File: config.mk
export PLATFORM = sky130hd
export DESIGN_NAME = sar_avg_bcd
export DESIGN_NICKNAME = d
export VERILOG_FILES = /design/src/rtl/sar_adc_pkg.sv /design/src/rtl/bin2bcd_seq.sv /design/src/rtl/sar_avg_bcd.sv
export SDC_FILE = /design/constraint.sdc
export NUM_CORES = 1
export LEC_CHECK = 0
export CORE_MARGIN = 2
export CORE_UTILIZATION = 60
export DETAILED_ROUTE_END_ITERATION = 10
export GPL_TIMING_DRIVEN = 0
export HOLD_SLACK_MARGIN = 0.06
export PLACE_DENSITY = 0.89
export SYNTH_ARGS = -nofsm -noshare
export SYNTH_HDL_FRONTEND = slang
export SYNTH_SLANG_ARGS = --single-unit
File: constraint.sdc
create_clock -name clk -period 3.5 [get_ports clk]
set_input_delay 0.525 -clock clk [delete_from_list [all_inputs] [get_ports clk]]
set_output_delay 0.525 -clock clk [all_outputs]
set_load 0.05 [all_outputs]
File: src/rtl/sar_adc_pkg.sv
// Shared widths, converter state encoding and the double-dabble step
// used by the SAR averaging / BCD display path.
package sar_adc_pkg;
    localparam int ADC_W      = 8;
    localparam int BCD_DIGITS = 3;
    localparam int BCD_W      = 12;
    localparam int WORK_W     = BCD_W + ADC_W;

    typedef enum logic [1:0] {
        S_IDLE,
        S_LOAD,
        S_SHIFT,
        S_PRESENT
    } avg_state_t;

    // One double-dabble iteration on {bcd, bin}: correct digits >= 5, then shift left.
    function automatic logic [WORK_W-1:0] dd_step(input logic [WORK_W-1:0] w);
        logic [WORK_W-1:0] t;
        t = w;
        for (int d = 0; d < BCD_DIGITS; d++) begin
            if (t[ADC_W+4*d +: 4] >= 4'd5)
                t[ADC_W+4*d +: 4] = t[ADC_W+4*d +: 4] + 4'd3;
        end
        return {t[WORK_W-2:0], 1'b0};
    endfunction
endpackage

File: src/rtl/bin2bcd_seq.sv
// Sequential 8-bit binary to 3-digit BCD converter (8 double-dabble iterations).
// A start while busy restarts the conversion with the new operand.
module bin2bcd_seq
    import sar_adc_pkg::*;
(
    input  logic             clk,
    input  logic             reset,
    input  logic             start,
    input  logic [ADC_W-1:0] bin,
    output logic             busy,
    output logic             done,
    output logic [BCD_W-1:0] bcd
);
    avg_state_t        state, state_nx;
    logic [2:0]        iter;
    logic [WORK_W-1:0] work, work_nx;

    assign work_nx = dd_step(work);

    always_ff @(posedge clk or negedge reset) begin
        if (!reset) state <= S_IDLE;
        else        state <= state_nx;
    end

    always_comb begin
        state_nx = state;
        busy     = (state == S_LOAD) || (state == S_SHIFT);
        // done marks the edge that completes the last iteration; bcd is valid alongside it
        done     = (state == S_SHIFT) && (iter == 3'd7) && !start;
        bcd      = work_nx[WORK_W-1 -: BCD_W];
        if (start) begin
            state_nx = S_LOAD;
        end else begin
            case (state)
                S_IDLE:    state_nx = S_IDLE;
                S_LOAD:    state_nx = S_SHIFT;
                S_SHIFT:   if (iter == 3'd7) state_nx = S_PRESENT;
                S_PRESENT: state_nx = S_IDLE;
                default:   state_nx = S_IDLE;
            endcase
        end
    end

    always_ff @(posedge clk or negedge reset) begin
        if (!reset) begin
            work <= '0;
            iter <= '0;
        end else if (state == S_LOAD) begin
            work <= {{BCD_W{1'b0}}, bin};
            iter <= '0;
        end else if (state == S_SHIFT) begin
            work <= work_nx;
            iter <= iter + 3'd1;
        end
    end
endmodule

File: src/rtl/sar_avg_bcd.sv
// Block-averages 2**LOG2_N SAR results, rounds, and presents avg + BCD digits.
// Optional per-window min/max outputs when SAR_MINMAX_EN is defined.
module sar_avg_bcd
    import sar_adc_pkg::*;
#(
    parameter int LOG2_N = 2
) (
    input  logic             clk,
    input  logic             reset,
    input  logic             in_valid,
    input  logic [ADC_W-1:0] in_data,
    input  logic             clear,
    output logic [ADC_W-1:0] avg,
    output logic [BCD_W-1:0] bcd,
    output logic             out_valid,
    output logic             busy,
    output logic             overrun
`ifdef SAR_MINMAX_EN
    ,
    output logic [ADC_W-1:0] win_min,
    output logic [ADC_W-1:0] win_max
`endif
);
    localparam int N     = 1 << LOG2_N;
    localparam int ACC_W = ADC_W + LOG2_N;
    localparam int HALF  = N / 2;

    logic [ACC_W-1:0] acc, sum_q, sum_nx;
    logic [ACC_W:0]   rsum;
    logic [6:0]       count;
    logic             last, win_done;
    logic [ADC_W-1:0] avg_new;
    logic             conv_busy, conv_done;
    logic [BCD_W-1:0] conv_bcd;

    assign last    = (count == 7'(N - 1));
    assign sum_nx  = acc + ACC_W'(in_data);
    assign rsum    = {1'b0, sum_q} + (ACC_W + 1)'(HALF);
    assign avg_new = ADC_W'(rsum >> LOG2_N);

    always_ff @(posedge clk or negedge reset) begin
        if (!reset) begin
            acc      <= '0;
            count    <= '0;
            sum_q    <= '0;
            win_done <= 1'b0;
        end else begin
            win_done <= 1'b0;
            if (clear) begin
                acc   <= '0;
                count <= '0;
            end else if (in_valid) begin
                if (last) begin
                    sum_q    <= sum_nx;
                    acc      <= '0;
                    count    <= '0;
                    win_done <= 1'b1;
                end else begin
                    acc   <= sum_nx;
                    count <= count + 7'd1;
                end
            end
        end
    end

    // sum_q only moves together with a restart, so avg_new at conv_done is the converted value
    bin2bcd_seq u_conv (
        .clk   (clk),
        .reset (reset),
        .start (win_done),
        .bin   (avg_new),
        .busy  (conv_busy),
        .done  (conv_done),
        .bcd   (conv_bcd)
    );

    assign busy = conv_busy;

    always_ff @(posedge clk or negedge reset) begin
        if (!reset) begin
            avg       <= '0;
            bcd       <= '0;
            out_valid <= 1'b0;
            overrun   <= 1'b0;
        end else begin
            out_valid <= conv_done;
            if (conv_done) begin
                avg <= avg_new;
                bcd <= conv_bcd;
            end
            if (win_done && conv_busy) overrun <= 1'b1;
        end
    end

`ifdef SAR_MINMAX_EN
    logic [ADC_W-1:0] run_min, run_max, pend_min, pend_max, mn, mx;

    assign mn = (in_data < run_min) ? in_data : run_min;
    assign mx = (in_data > run_max) ? in_data : run_max;

    always_ff @(posedge clk or negedge reset) begin
        if (!reset) begin
            run_min  <= '1;
            run_max  <= '0;
            pend_min <= '1;
            pend_max <= '0;
            win_min  <= '1;
            win_max  <= '0;
        end else begin
            if (clear) begin
                run_min <= '1;
                run_max <= '0;
            end else if (in_valid) begin
                if (last) begin
                    pend_min <= mn;
                    pend_max <= mx;
                    run_min  <= '1;
                    run_max  <= '0;
                end else begin
                    run_min <= mn;
                    run_max <= mx;
                end
            end
            if (conv_done) begin
                win_min <= pend_min;
                win_max <= pend_max;
            end
        end
    end
`endif
endmodule
==> results of run 1 <==
[state kept, by name (all words and copies together) (netlist names), 2 cells and up]
signal,flops
acc,10
count,7
u_conv.iter,3
avg,8
bcd,12
sum_q,9
u_conv.state,2
u_conv.work,20
[final cells by class]
class | instances | area, µm² | share of cell area (%)
Inverter | 18 | 67.56 | 1.539
Clock inverter | 2 | 35.03 | 0.7982
Buffer | 14 | 60.06 | 1.368
Timing Repair Buffer | 34 | 337.8 | 7.697
Multi-Input combinational cell | 271 | 1774 | 40.42
Sequential cell | 74 | 1852 | 42.19
Clock buffer | 13 | 168.9 | 3.848
Tap cell | 75 | 93.84 | 2.138
[metal layers]
metal / up-vias / wire [µm]
met5: - / 0
li1: 1437 / -
met3: 23 / 319
met1: 1430 / 3512
met2: 78 / 3965
met4: 0 / 208
[metrics by stage]
stage	std cells	utilization, %	instance area (µm²)
final	501	73.27	4389
after CTS	501	73.27	4389
after floorplan	377	-	3754
after global placement	486	69.90	4188
after detailed placement	486	69.86	4185
after global routing	501	73.27	4389
[power groups by stage]
| stage | registers (mW) | logic (mW) | clock network, mW |
|---|---|---|---|
| floorplan | 1.54 | 0.866 | 0 |
| global placement | 1.27 | 1.55 | 0 |
| detailed placement | 1.29 | 1.62 | 0 |
| CTS | 1.27 | 1.63 | 0.690 |
| global route | 1.31 | 1.78 | 0.724 |
| finish | 1.27 | 1.63 | 0.681 |
[cell families after synthesis]
kind of cell | after synthesis | share of synthesized area [%]
buffers and inverters | 32 | 3.400
xor gates and xnor gates | 13 | 3.033
DFF | 74 | 49.33
muxes | 8 | 2.400
and+or+nand+nor | 110 | 14.33
AOI/OAI and AO/OA | 118 | 19.97
adders and majority gates | 22 | 7.533
[cell usage after synthesis, types with 6 or more instances]
master	n
sky130_fd_sc_hd__a21o_1	10
sky130_fd_sc_hd__a21oi_1	20
sky130_fd_sc_hd__a22o_1	9
sky130_fd_sc_hd__clkbuf_1	12
sky130_fd_sc_hd__dfrtp_1	74
sky130_fd_sc_hd__ha_1	21
sky130_fd_sc_hd__inv_1	17
sky130_fd_sc_hd__mux2_2	8
sky130_fd_sc_hd__nand2_1	50
sky130_fd_sc_hd__nand2b_1	8
sky130_fd_sc_hd__nand3_1	11
sky130_fd_sc_hd__nor2_1	12
sky130_fd_sc_hd__nor3_1	6
sky130_fd_sc_hd__nor3b_1	7
sky130_fd_sc_hd__o21ai_0	45
sky130_fd_sc_hd__o22ai_1	6
sky130_fd_sc_hd__xnor2_1	9
[path summary, 6_finish.rpt]
path | start | endpoint | slack [ps] | cells past startpoint
max | u_conv.state[0]$_DFFE_PN0P_ | busy | 380 | 5
min | reset | u_conv.iter[0]$_DFFE_PN0N_ | 320 | 1
max reg2reg | count[0]$_DFFE_PN0P_ | sum_q[8]$_DFFE_PN0P_ | 1200 | 6
min reg2reg | overrun$_DFFE_PN0P_ | overrun$_DFFE_PN0P_ | 470 | 1
max in group asynchronous | reset | acc[5]$_DFFE_PN0P_ | 2580 | 1
min in group clk | overrun$_DFFE_PN0P_ | overrun$_DFFE_PN0P_ | 470 | 1
==> flow_metrics.py, run 1 <==
metrics = {
    "yosys": {
        "synth.yosys.warnings": 0,
        "synth-edff-count": 0,
        "synth_seq_area_share_pct": 49.33,
        "register_bit_count_reported_by_yosys": 74,
        "netlist-cell-type-count": 46,
        "synth_top_flop_cell": "sky130_fd_sc_hd__dfrtp_1",
        "post_synth_instance_area_um2": 3754,
        "yosys-top-cells-area": "sky130_fd_sc_hd__dfrtp_1 49%, sky130_fd_sc_hd__ha_1 7.0%, sky130_fd_sc_hd__o21ai_0 6.0%, sky130_fd_sc_hd__nand2_1 5.0%, sky130_fd_sc_hd__a21oi_1 2.7%",
        "syn_nets": 411,
        "post_synth_inst_count": 377,
        "synth_top_area_share_pct": 49.33,
        "synth_top_area_cell": "sky130_fd_sc_hd__dfrtp_1",
        "asyncSetResetFlopFracSynth_pct": 100.0,
        "syn_avg_cell_area_um2": 9.956,
    },
    "global_routing": {
        "global_route_track_usage_on_met3_pct": 4.771,
        "grtUsageMet2_pct": 42.67,
        "grtUsageMet1_pct": 29.45,
        "grt_pass1_vias": 2904,
        "globalRoute.totalOverflow": 0,
        "grt_max_degree": 75,
        "grt_pass1_wl_mm": 13.57,
        "number_of_antenna_violations_at_the_first_check_in_global_routing": 0,
        "global_route.peak_usage_layer": "met2",
        "globalRouteTotalUtil_pct": 24.47,
    },
    "clock_tree": {
        "worst_skew_pair.late_latency_ps": 350,
        "number_of_buffers_created_by_cts": 9,
        "htree_num_levels": 3,
        "holdBufCountCts": 0,
        "postCtsSetupRepairBufs": 0,
        "clk_pin_slew_ps": 70,
        "ctsRootBufferMaster": "sky130_fd_sc_hd__clkbuf_8",
        "clock_sinks": 74,
        "tritoncts": "done",
        "cts.path.max_buffers": 2,
        "post_cts_resize_count": 0,
    },
    "outcome": {
        "status": "completed",
    },
    "sta": {
        "final_critical_period_ps": 3121,
        "rsz0062_at_grt": "no",
        "max_slew_headroom_pct": 38.17,
        "max_slew.worst_pin.slew_ps": 927.5,
        "post-route-worst-setup-slack_ps": 379.0,
        "worst_clock_skew_ps": 9.212,
        "timing.final.max_slew_violations": 0,
        "final.period_utilization_pct": 89.17,
        "setup_tns_ps": 0,
        "clock.fmax_mhz": 320.4,
        "setup_viol_count_final": 0,
        "holdWs_ps": 316.3,
        "hold_violations": 0,
    },
    "critical_path": {
        "timing.critical_path.required_ps": 2970,
        "endpoint_arrival_time_on_the_critical_path_ps": 2600,
        "worst_setup_path_start_kind": "flip-flop",
        "critical-path-top-delay-family": "buffers and inverters",
        "cp_max_stage_cell": "sky130_fd_sc_hd__clkdlybuf4s50_1",
        "critical_path.n_buffers_inverters": 4,
        "worstPathCellList": "inv_1 > ha_1 > inv_1 > clkbuf_1 > clkdlybuf4s50_1",
        "critical_path.max_fanout": 10,
        "cpPeakStageDelay_ps": 920,
        "timing.critical_path.to_type": "output port",
        "path_common_cell": "sky130_fd_sc_hd__inv_1",
        "classification_of_the_worst_setup_path": "flip-flop to output port",
    },
    "place": {
        "port_buffers": 34,
        "dpl_worst_slack_ps": 787.0,
        "gp_routability_congestion": 0.9064,
        "place.detailed.hpwl_mm": 5.584,
    },
    "finish": {
        "layout.cells.most_common": "sky130_fd_sc_hd__dfrtp_1",
        "area.growth.synth_to_final_pct": 16.93,
        "n_antenna_cell": 0,
        "finalNetCount": 456,
        "mostFrequentLayoutCells": "74 x sky130_fd_sc_hd__dfrtp_1, 50 x sky130_fd_sc_hd__nand2_1, 45 x sky130_fd_sc_hd__o21ai_0",
        "n_fill_cell": 449,
        "final_layout_size_suffix_gt1_share_pct": 7.981,
    },
    "power": {
        "switching_share_pct": 42.31,
        "pwr-share-clk_pct": 19.0,
        "power_report.internal_total_mw": 2.069,
        "power_density_nw_per_um2": 817.0,
        "power_switching_mw": 1.517,
        "share_comb_of_total_power_pct": 45.5,
        "worst_vdd_rail_ir_drop_mv": 0.6619,
        "p_leak_nw": 1.985,
        "power.sequential.fraction_pct": 35.5,
        "report.power.total_mw": 3.586,
    },
    "floorplan": {
        "fp.dieW_um": 83.10,
        "core_area_um2": 5991,
        "starting_density_of_the_core_pct": 62.66,
        "die_y_extent_um": 83.10,
        "boundaryPins": 35,
        "fp.dieArea_um2": 6905,
        "num_rows": 28,
    },
    "drt": {
        "avgViaCountPerCell": 5.924,
        "route.vias.total": 2968,
        "violation_count_after_the_first_detailed_routing_iteration": 167,
        "detailedRoute.firstPassIterationCount": 4,
        "ant_nets": 0,
        "postRouteWirelength_mm": 8.006,
        "drc": 0,
        "detail_route.wl_per_cell_um": 15.98,
    },
    "run": {
        "timing.max_cap.violations": 0,
    },
    "worst_hold_path": {
        "hold_class": "input port to async pin",
    },
}
No activity file was read; power rests on OpenSTA's default activity.
==> run 2: changes to the inputs <==
--- a/config.mk
+++ b/config.mk
@@ -7,6 +7,7 @@
 export LEC_CHECK = 0
 export CORE_MARGIN = 2
 export CORE_UTILIZATION = 60
+export CTS_BUF_LIST = sky130_fd_sc_hd__clkbuf_4 sky130_fd_sc_hd__clkbuf_8 sky130_fd_sc_hd__clkbuf_16
 export DETAILED_ROUTE_END_ITERATION = 10
 export GPL_TIMING_DRIVEN = 0
 export HOLD_SLACK_MARGIN = 0.06
==> flow_metrics.py, run 2 (same netlist as run 1, synthesis figures left out) <==
metrics = {
    "outcome": {
        "status": "completed",
    },
    "place": {
        "place.detailed.hpwl_mm": 5.584,
        "port_buffers": 34,
        "placement.cell_area_um2": 4185,
        "placed_cells_incl_taps": 486,
        "gp_routability_congestion": 0.9064,
        "dpl_worst_slack_ps": 787.0,
    },
    "critical_path": {
        "cpPeakStageDelay_ps": 920,
        "worst_setup_path_start_kind": "flip-flop",
        "critical_path.max_fanout": 10,
        "path_common_cell": "sky130_fd_sc_hd__inv_1",
        "cp_max_stage_cell": "sky130_fd_sc_hd__clkdlybuf4s50_1",
        "worstReg2RegStart": "count[0]$_DFFE_PN0P_",
        "timing.critical_path.required_ps": 2970,
        "endpoint_arrival_time_on_the_critical_path_ps": 2600,
        "worstPathCellList": "inv_1 > ha_1 > inv_1 > clkbuf_1 > clkdlybuf4s50_1",
        "timing.critical_path.to_type": "output port",
        "classification_of_the_worst_setup_path": "flip-flop to output port",
        "worst_setup_path_startpoint": "u_conv.state[0]$_DFFE_PN0P_",
    },
    "floorplan": {
        "boundaryPins": 35,
        "starting_density_of_the_core_pct": 62.66,
        "die_y_extent_um": 83.10,
        "num_rows": 28,
        "fp.dieW_um": 83.10,
        "fp.dieArea_um2": 6905,
        "core_area_um2": 5991,
    },
    "sta": {
        "post-route-worst-setup-slack_ps": 376.1,
        "final_critical_period_ps": 3124,
        "holdWs_ps": 305.3,
        "worst_clock_skew_ps": 7.976,
        "rsz0062_at_grt": "no",
        "clock.fmax_mhz": 320.1,
        "setup_viol_count_final": 0,
        "setup_tns_ps": 0,
        "max_slew_headroom_pct": 38.17,
        "final.period_utilization_pct": 89.26,
        "max_slew.worst_pin.slew_ps": 927.5,
        "hold_violations": 0,
        "timing.final.max_slew_violations": 0,
    },
    "drt": {
        "drc": 0,
        "route.vias.total": 2996,
        "violation_count_after_the_first_detailed_routing_iteration": 183,
        "avgViaCountPerCell": 5.980,
        "ant_nets": 0,
        "detail_route.wl_per_cell_um": 15.95,
        "postRouteWirelength_mm": 7.989,
        "detailedRoute.firstPassIterationCount": 4,
    },
    "finish": {
        "final_layout_size_suffix_gt1_share_pct": 8.216,
        "multiInputGateArea_um2": 1774,
        "area.growth.synth_to_final_pct": 17.03,
        "finalNetCount": 456,
        "final_util_pct": 73.33,
        "layout.cells.most_common": "sky130_fd_sc_hd__dfrtp_1",
        "final_area_um2": 4393,
        "largest_register": "u_conv.work",
        "n_antenna_cell": 0,
        "layout_top_registers": "u_conv.work: 20 flops, bcd: 12 flops, acc: 10 flops",
        "sequential_cell_area_um2": 1852,
        "layoutNonFillerInstCount": 501,
        "n_fill_cell": 451,
        "mostFrequentLayoutCells": "74 x sky130_fd_sc_hd__dfrtp_1, 50 x sky130_fd_sc_hd__nand2_1, 45 x sky130_fd_sc_hd__o21ai_0",
        "largest_register_ffs": 20,
    },
    "global_routing": {
        "globalRouteTotalUtil_pct": 24.49,
        "grt_max_degree": 75,
        "grt_pass1_vias": 2905,
        "grt_pass1_wl_mm": 13.59,
        "number_of_antenna_violations_at_the_first_check_in_global_routing": 0,
        "globalRoute.totalOverflow": 0,
    },
    "clock_tree": {
        "htree_num_levels": 3,
        "number_of_buffers_created_by_cts": 9,
        "cts.path.max_buffers": 2,
        "worst_skew_pair.late_latency_ps": 350,
        "postCtsSetupRepairBufs": 0,
        "holdBufCountCts": 0,
        "tritoncts": "done",
        "ctsRootBufferMaster": "sky130_fd_sc_hd__clkbuf_8",
        "clock_sinks": 74,
        "post_cts_resize_count": 0,
        "clk_pin_slew_ps": 70,
    },
    "run": {
        "timing.max_cap.violations": 0,
    },
    "power": {
        "power_density_nw_per_um2": 817.7,
        "p_leak_nw": 1.989,
        "worst_vdd_rail_ir_drop_mv": 0.6616,
        "report.power.total_mw": 3.592,
    },
    "worst_hold_path": {
        "hold_class": "input port to async pin",
    },
}
[run 2: layout make-up]
class / instances / area share, %
inverters: 18 / 1.538
clock inverters: 2 / 0.7975
clock buffers: 13 / 3.931
repair buffers: 34 / 7.690
flip-flops and latches: 74 / 42.15
plain buffers: 14 / 1.367
well taps: 75 / 2.136
multi-input cells: 271 / 40.39
[run 2: where the power goes]
part           total [mW]  switching (mW)  internal [mW]
registers            1.27           0.173           1.10
logic                1.63            1.04          0.585
clock network       0.688           0.298          0.391
[run 2: path summary, 6_finish.rpt]
path,endpoint,slack (ps),cells after the start
max,busy,380,5
max reg2reg,sum_q[8]$_DFFE_PN0P_,1200,6
max in group asynchronous,bcd[0]$_DFFE_PN0P_,2590,1
min,u_conv.iter[0]$_DFFE_PN0N_,310,1
min in group clk,overrun$_DFFE_PN0P_,470,1
min reg2reg,overrun$_DFFE_PN0P_,470,1
[run 2: worst max-delay path: cells and delay by family (launching register included)]
| family | cells | cell delay, ps |
|---|---|---|
| adder cells (fa/ha/maj) | 1 | 340 |
| buffers and inverters | 4 | 1560 |
| flip-flops | 1 | 350 |
[run 2: layer usage]
metal  GRT usage, %  vias up  part of all wire, %
met1          29.45     1446                   44
met3          4.771       22                  4.0
met5              0        -                    0
met2          42.74       89                   50
li1               -     1439                    -
met4          10.58        0                  2.5
==> run 3: changes to the inputs <==
--- a/config.mk
+++ b/config.mk
@@ -6,12 +6,12 @@
 export NUM_CORES = 1
 export LEC_CHECK = 0
 export CORE_MARGIN = 2
-export CORE_UTILIZATION = 60
+export CORE_UTILIZATION = 45
 export CTS_BUF_LIST = sky130_fd_sc_hd__clkbuf_4 sky130_fd_sc_hd__clkbuf_8 sky130_fd_sc_hd__clkbuf_16
 export DETAILED_ROUTE_END_ITERATION = 10
 export GPL_TIMING_DRIVEN = 0
 export HOLD_SLACK_MARGIN = 0.06
-export PLACE_DENSITY = 0.89
+export PLACE_DENSITY = 0.71
 export SYNTH_ARGS = -nofsm -noshare
 export SYNTH_HDL_FRONTEND = slang
 export SYNTH_SLANG_ARGS = --single-unit
==> flow_metrics.py, run 3 (same netlist as run 1, synthesis figures left out) <==
metrics = {
    "run": {
        "timing.max_cap.violations": 0,
    },
    "sta": {
        "max_slew_headroom_pct": 58.65,
        "worst_clock_skew_ps": 14.10,
        "hold_violations": 0,
        "holdWs_ps": 127.2,
        "rsz0062_at_grt": "no",
        "setup_viol_count_final": 0,
        "final.period_utilization_pct": 88.95,
        "clock.fmax_mhz": 321.2,
        "post-route-worst-setup-slack_ps": 386.9,
        "timing.final.max_slew_violations": 0,
        "max_slew.worst_pin.slew_ps": 619.0,
        "final_critical_period_ps": 3113,
    },
    "critical_path": {
        "classification_of_the_worst_setup_path": "flip-flop to output port",
        "path_common_cell": "sky130_fd_sc_hd__inv_1",
        "timing.critical_path.to_type": "output port",
        "cp_max_stage_cell": "sky130_fd_sc_hd__clkdlybuf4s50_1",
        "endpoint_arrival_time_on_the_critical_path_ps": 2590,
        "worst_setup_path_startpoint": "u_conv.state[0]$_DFFE_PN0P_",
        "critical_path.max_fanout": 10,
        "worst_setup_path_start_kind": "flip-flop",
        "worstPathCellList": "inv_1 > ha_1 > inv_1 > clkbuf_1 > clkdlybuf4s50_1",
        "worstReg2RegStart": "count[0]$_DFFE_PN0P_",
        "cpPeakStageDelay_ps": 910,
        "timing.critical_path.required_ps": 2970,
    },
    "clock_tree": {
        "postCtsSetupRepairBufs": 0,
        "tritoncts": "done",
        "worst_skew_pair.late_latency_ps": 350,
        "clock_sinks": 74,
        "number_of_buffers_created_by_cts": 9,
        "holdBufCountCts": 0,
        "post_cts_resize_count": 0,
        "htree_num_levels": 3,
        "clk_pin_slew_ps": 90,
        "ctsRootBufferMaster": "sky130_fd_sc_hd__clkbuf_8",
        "cts.path.max_buffers": 2,
    },
    "drt": {
        "postRouteWirelength_mm": 8.151,
        "ant_nets": 0,
        "detailedRoute.firstPassIterationCount": 4,
        "detail_route.wl_per_cell_um": 15.29,
        "drc": 0,
        "avgViaCountPerCell": 5.550,
        "violation_count_after_the_first_detailed_routing_iteration": 123,
        "route.vias.total": 2958,
    },
    "floorplan": {
        "boundaryPins": 35,
        "starting_density_of_the_core_pct": 46.15,
        "core_area_um2": 8134,
        "num_rows": 33,
        "die_y_extent_um": 95.33,
        "fp.dieArea_um2": 9088,
        "fp.dieW_um": 95.33,
    },
    "finish": {
        "mostFrequentLayoutCells": "74 x sky130_fd_sc_hd__dfrtp_1, 50 x sky130_fd_sc_hd__nand2_1, 45 x sky130_fd_sc_hd__o21ai_0",
        "layoutNonFillerInstCount": 533,
        "largest_register": "u_conv.work",
        "largest_register_ffs": 20,
        "area.growth.synth_to_final_pct": 18.07,
        "final_area_um2": 4432,
        "layout.cells.most_common": "sky130_fd_sc_hd__dfrtp_1",
        "final_layout_size_suffix_gt1_share_pct": 8.645,
        "n_antenna_cell": 0,
        "layout_top_registers": "u_conv.work: 20 flops, bcd: 12 flops, acc: 10 flops",
        "finalNetCount": 457,
    },
    "place": {
        "place.detailed.hpwl_mm": 5.950,
        "gp_routability_congestion": 0.8442,
        "placed_cells_incl_taps": 517,
        "port_buffers": 34,
        "dpl_worst_slack_ps": 778.7,
        "placement.cell_area_um2": 4243,
    },
    "power": {
        "report.power.total_mw": 3.523,
        "p_leak_nw": 1.981,
        "power_density_nw_per_um2": 794.9,
        "worst_vdd_rail_ir_drop_mv": 0.2573,
    },
    "global_routing": {
        "globalRouteTotalUtil_pct": 20.04,
        "number_of_antenna_violations_at_the_first_check_in_global_routing": 0,
        "globalRoute.totalOverflow": 0,
        "grt_pass1_vias": 2997,
        "grt_max_degree": 40,
        "grt_pass1_wl_mm": 14.02,
    },
    "outcome": {
        "status": "completed",
    },
    "worst_hold_path": {
        "hold_class": "input port to async pin",
    },
}
run 3: layout make-up:
| type | instances | area (µm²) |
|---|---|---|
| Fill cell | 732 | 3702 |
| Sequential cell | 74 | 1852 |
| Clock buffer | 11 | 151.4 |
| Inverter | 18 | 67.56 |
| Timing Repair Buffer | 35 | 357.8 |
| Multi-Input combinational cell | 271 | 1774 |
| Buffer | 14 | 60.06 |
| Tap cell | 105 | 131.4 |
| Clock inverter | 5 | 37.54 |
run 3: worst paths after layout:
path | to | slack (ps) | cells past startpoint
setup / recovery | busy | 390 | 5
setup reg to reg | sum_q[8]$_DFFE_PN0P_ | 1180 | 6
max in group asynchronous | avg[6]$_DFFE_PN0P_ | 2790 | 2
min in group clk | overrun$_DFFE_PN0P_ | 470 | 1
hold / removal | u_conv.state[0]$_DFFE_PN0P_ | 130 | 1
hold reg to reg | overrun$_DFFE_PN0P_ | 470 | 1
run 3: power breakdown:
group	switching, mW	leakage (nW)	internal (mW)
clock	0.334	0.0919	0.299
combinational	1.03	0.902	0.587
sequential	0.171	0.987	1.10
total	1.54	1.98	1.98
run 3: routing by layer:
layer  GRT usage (%)  routed length [µm]  vias to the layer above
li1                -                   -                     1444
met1           24.00                3606                     1452
met2           35.45                4191                       55
met3           5.613                 295                        7
met4           5.072                  58                        0
met5               0                   0                        -
run 3: critical path: cells and delay by family (launching register included):
| kind | cells | cell delay (ps) |
|---|---|---|
| adder cells (fa/ha/maj) | 1 | 340 |
| buffers and inverters | 4 | 1530 |
| flip-flops | 1 | 360 |
run 3: through the flow:
step           setup TNS (ps)  util [%]
4_1_cts                     0     54.48
3_5_place_dp                0     52.16
3_3_place_gp           -48700     51.95
6_report                    0     54.48
2_1_floorplan               0         -
5_1_grt                     0     54.48
